<file path="src/rtl/alu_instr_decoder_register_file.sv">
// Single-cycle decode/execute slice: instruction decoder, 16x32 register
// file with r0 hard-wired to zero, and a combinational ALU. The result is
// written back to rA at the clock edge where wr_commit is high.
module alu_instr_decoder_register_file #(
    parameter int NUM_REGS = 16,
    parameter int DATA_W   = 32
) (
    input  logic              clk,
    input  logic              rst,
    input  logic [DATA_W-1:0] instr,
    input  logic              exec_en,
    input  logic [3:0]        dbg_sel,
    output logic [DATA_W-1:0] dbg_data,
    output logic [DATA_W-1:0] alu_result,
    output logic              illegal,
    output logic [3:0]        wr_sel,
    output logic              wr_commit
);

    typedef enum logic [3:0] {
        OP_ADD  = 4'd0,
        OP_SUB  = 4'd1,
        OP_SLTU = 4'd2,
        OP_SLTS = 4'd3,
        OP_AND  = 4'd4,
        OP_ORR  = 4'd5,
        OP_XOR  = 4'd6,
        OP_NOR  = 4'd7,
        OP_LSL  = 4'd8,
        OP_LSR  = 4'd9,
        OP_ASR  = 4'd10
    } opcode_t;

    logic [DATA_W-1:0] regs [NUM_REGS];

    logic [3:0]        group;
    logic [3:0]        ra;
    logic [3:0]        rb;
    logic [3:0]        rc;
    logic [3:0]        opcode;
    logic [15:0]       imm16;
    logic              sign_ext;
    logic [DATA_W-1:0] imm_ext;
    logic [DATA_W-1:0] op_a;
    logic [DATA_W-1:0] op_b;
    logic [4:0]        shamt;

    // Field extraction; the opcode lives in different bits per group.
    always_comb begin
        group  = instr[31:28];
        ra     = instr[27:24];
        rb     = instr[23:20];
        rc     = instr[19:16];
        imm16  = instr[15:0];
        opcode = (group == 4'd0) ? instr[3:0] : instr[19:16];
    end

    // Immediate extension: signed only for the arithmetic/signed-compare ops.
    always_comb begin
        sign_ext = (opcode == OP_ADD) || (opcode == OP_SUB) || (opcode == OP_SLTS);
        imm_ext  = sign_ext ? {{(DATA_W-16){imm16[15]}}, imm16}
                            : {{(DATA_W-16){1'b0}}, imm16};
    end

    // Operand fetch: r0 always reads zero, reads see pre-edge contents.
    always_comb begin
        op_a  = (rb == 4'd0) ? '0 : regs[rb];
        op_b  = (group == 4'd0) ? ((rc == 4'd0) ? '0 : regs[rc]) : imm_ext;
        shamt = op_b[4:0];
    end

    // ALU and legality check; illegal encodings force a zero result.
    always_comb begin
        illegal    = 1'b0;
        alu_result = '0;
        if (group > 4'd1) begin
            illegal = 1'b1;
        end else begin
            case (opcode)
                OP_ADD:  alu_result = op_a + op_b;
                OP_SUB:  alu_result = op_a - op_b;
                OP_SLTU: alu_result = {{(DATA_W-1){1'b0}}, (op_a < op_b)};
                OP_SLTS: alu_result = {{(DATA_W-1){1'b0}}, ($signed(op_a) < $signed(op_b))};
                OP_AND:  alu_result = op_a & op_b;
                OP_ORR:  alu_result = op_a | op_b;
                OP_XOR:  alu_result = op_a ^ op_b;
                OP_NOR:  alu_result = ~(op_a | op_b);
                OP_LSL:  alu_result = op_a << shamt;
                OP_LSR:  alu_result = op_a >> shamt;
                OP_ASR:  alu_result = DATA_W'($signed(op_a) >>> shamt);
                default: illegal    = 1'b1;
            endcase
        end
    end

    // Write-back qualification and debug read port (forced to zero in reset).
    always_comb begin
        wr_sel    = ra;
        wr_commit = exec_en && !illegal && (ra != 4'd0);
        dbg_data  = (rst || dbg_sel == 4'd0) ? '0 : regs[dbg_sel];
    end

    // Register file: asynchronous clear, single write port; r0 is never written
    // because wr_commit excludes rA == 0.
    always_ff @(posedge clk or posedge rst) begin
        if (rst) begin
            for (int i = 0; i < NUM_REGS; i++) begin
                regs[i] <= '0;
            end
        end else if (wr_commit) begin
            regs[ra] <= alu_result;
        end
    end

endmodule

</file>
<file path="config.mk">
export PLATFORM = sky130hd
export DESIGN_NAME = alu_instr_decoder_register_file
export DESIGN_NICKNAME = d
export VERILOG_FILES = /design/src/rtl/alu_instr_decoder_register_file.sv
export SDC_FILE = /design/constraint.sdc
export NUM_CORES = 2
export LEC_CHECK = 0
export CAP_MARGIN = 20
export CORE_AREA = 3 3 321 323
export DETAILED_ROUTE_END_ITERATION = 8
export DIE_AREA = 0 0 324 326
export GPL_TIMING_DRIVEN = 0
export SLEW_MARGIN = 20
export SYNTH_ARGS = -nofsm -noshare
export SYNTH_HDL_FRONTEND = slang
export SYNTH_SLANG_ARGS = --single-unit
</file>
<file path="constraint.sdc">
create_clock -name clk -period 17.3 [get_ports clk]
set_input_delay 2.595 -clock clk [delete_from_list [all_inputs] [get_ports clk]]
set_output_delay 2.595 -clock clk [all_outputs]
set_load 0.02 [all_outputs]
</file>
==> run metrics <==
outcome finished clean; Synth Flop Type dfrtp_1; GRT Total Usage 0.4441; slowest cell delay on critical path 890 ps; DR vias 40847; Crit Path Class in -> out; CTS Sinks between 500 and 600; clk buf depth 3; Largest Register regs; RR Endpoint regs[335]; worst r2r path cells 20; Syn Inst Count 4146; EDFF count, synth 0; largest net degree at the start of global routing 34; Area contributors post-synth dfrtp_1, mux4_2, o21ai_0, nand2_1, mux2i_1; WL final 237500 um; drc violations 0; Worst Hold End regs[488]; syn_nets 4287; Worst EP required approximately 15000 ps; Yosys cell types 94; Seq/Total Area, Yosys 0.3194; die area around 0.11 mm^2; WP data arrival 13840 ps; Post-DRT Antenna Nets 0; I/O Buffers 100; DP HPWL 181400 um; setup total negative slack 0 ps; unrepaired setup endpoints after global routing no; Final Max Tran Viols 0; Slew @ Worst Pin 1345 ps; CTS Hold Bufs 0; most frequent cell after synthesis dfrtp_1; reg-to-reg startpoint regs[260]; VDD IR max between 70 and 80 uV; max FFs per register 512; wire length per cell 41.74 um; R2R setup slack 7990 ps; FP Rows between 100 and 150; area leader, netlist dfrtp_1; final hold slack ~490 ps; Post-CTS Setup Bufs 0; antenna violations before repair 15; Max Cap Violations 0; critical path's slowest cell a21oi_1; Pleak 18.27 nW; Synth Register Bits about 500; number of global-route vias before repair 38738; Clk Tree Root Cell clkbuf_16; Final Hold Viols 0; slew margin rel. 0.1035; Mapped Area 0.04011 mm^2; Hold Crit Start regs[488]; share of post-route cells with drive strength above 1 0.1793; die width 324 um; Initial Util 0.4005; fillers 9828; Worst Skew 25.02 ps; Worst-Skew Late Latency ~660 ps; total gr overflow 0; # IOs ~110; syn avg cell area 9.674 um^2; Hold Path Depth 1; CTS Buf Count 54; CTS tree built; Max Fclk 0.06084 GHz; first drt pass iteration count 6; share of the synthesized area in the top cell type 0.3194; Ys Warns 0; largest fanout on the critical path 10; biggest regs regs: 512 flops; Worst-path clk slew 60 ps; WP buf/inv 10; Worst setup SP type primary input; Post-synth top cells dfrtp_1, nand2_1, o21ai_0, mux4_2, nor2_1; first-pass GRT wire length 322800 um; Final Critical Period 16440 ps; final count of negative-setup-slack endpoints 0; worst hold path type reg -> reg; Via density between 7 and 8; First DRT Iteration DRCs 6761; largest delay contributor family on the critical path buffers and inverters; post-layout net count 4483; final cycle utilization of the critical path 0.9500; core area 0.1001 mm^2; pwr dens 78.83 mW/mm^2; Layout Area Growth over Synthesis 13.37%; H-tree lvl count 2; post-cts resize count 0; CP most frequent cell buf_2; CP endpoint kind primary output; FFs w/ async S/R, synth 1.000; RD Place Congestion approximately 1.1; Die Height 326 um
## per-stage QoR
step	instance area, um^2	cells	worst slack (ps)	utilization	total power, mW
after floorplan	40110	4146	3326	-	1.885
after detailed placement	43580	5584	1358	0.4352	2.285
final	45470	5691	864.5	0.4540	3.584
after global routing	45450	5684	840.7	0.4539	3.649
after global placement	42740	5544	-5773	0.4267	2.263
after CTS	45430	5682	1317	0.4536	3.523
## report_power, final
| group | switching, mW | leakage [nW] | internal (mW) |
|---|---|---|---|
| Combinational | 0.656 | 10.3 | 0.327 |
| Sequential | 0.0727 | 7.06 | 1.26 |
| Clock | 0.548 | 0.899 | 0.718 |
## cells in the final DEF (no fill, tap or decap), drive strengths merged, types with 52 or more instances in the layout
cell / instances
nor3: 81
mux2i: 149
mux4: 398
o21ai: 482
a21oi: 291
buf: 184
clkbuf: 350
dfrtp: 512
nor2: 333
nand2: 510
ha: 100
clkdlybuf4s50: 100
o22ai: 52
inv: 108
nand3: 67
## final cells by class
cell class	instances	area, um^2	share of cell area
Sequential cell	512	12810	0.2818
Multi-Input combinational cell	3107	25300	0.5564
Tap cell	1298	1624	0.03572
Timing Repair Buffer	140	1594	0.03506
Inverter	107	405.4	0.008915
Clock inverter	24	331.6	0.007292
Antenna cell	9	22.52	0.0004953
Buffer	420	1864	0.04100
Clock buffer	74	1516	0.03335
## logic make-up after synthesis
family | synth area share
multiplexers | 0.2741
AND/OR/NAND/NOR | 0.1282
flip-flops | 0.3194
AO/OA/AOI/OAI | 0.1870
adder cells (fa/ha/maj) | 0.03219
buffers and inverters | 0.05509
XOR/XNOR | 0.003931
## metal layers
layer / routed length (um) / share of wire / track usage
met4: 21750 / 0.092 / 0.3177
met3: 31920 / 0.13 / 0.1660
met2: 100300 / 0.42 / 0.6419
met1: 83440 / 0.35 / 0.5428
met5: 130 / 0.00055 / 0.005556
## worst max path at each step
| stage | from | to | slack (ps) | cells after the start |
|---|---|---|---|---|
| 6_report | instr[16] | alu_result[15] | 860 | 26 |
| 3_3_place_gp | rst | dbg_data[18] | -5770 | 6 |
| 2_1_floorplan | rst | dbg_data[10] | 3330 | 4 |
| 4_1_cts | instr[16] | alu_result[15] | 1320 | 26 |
| 5_1_grt | instr[16] | alu_result[15] | 840 | 26 |
| 3_5_place_dp | instr[16] | alu_result[15] | 1360 | 26 |
Power figures use the tool's default switching activity.
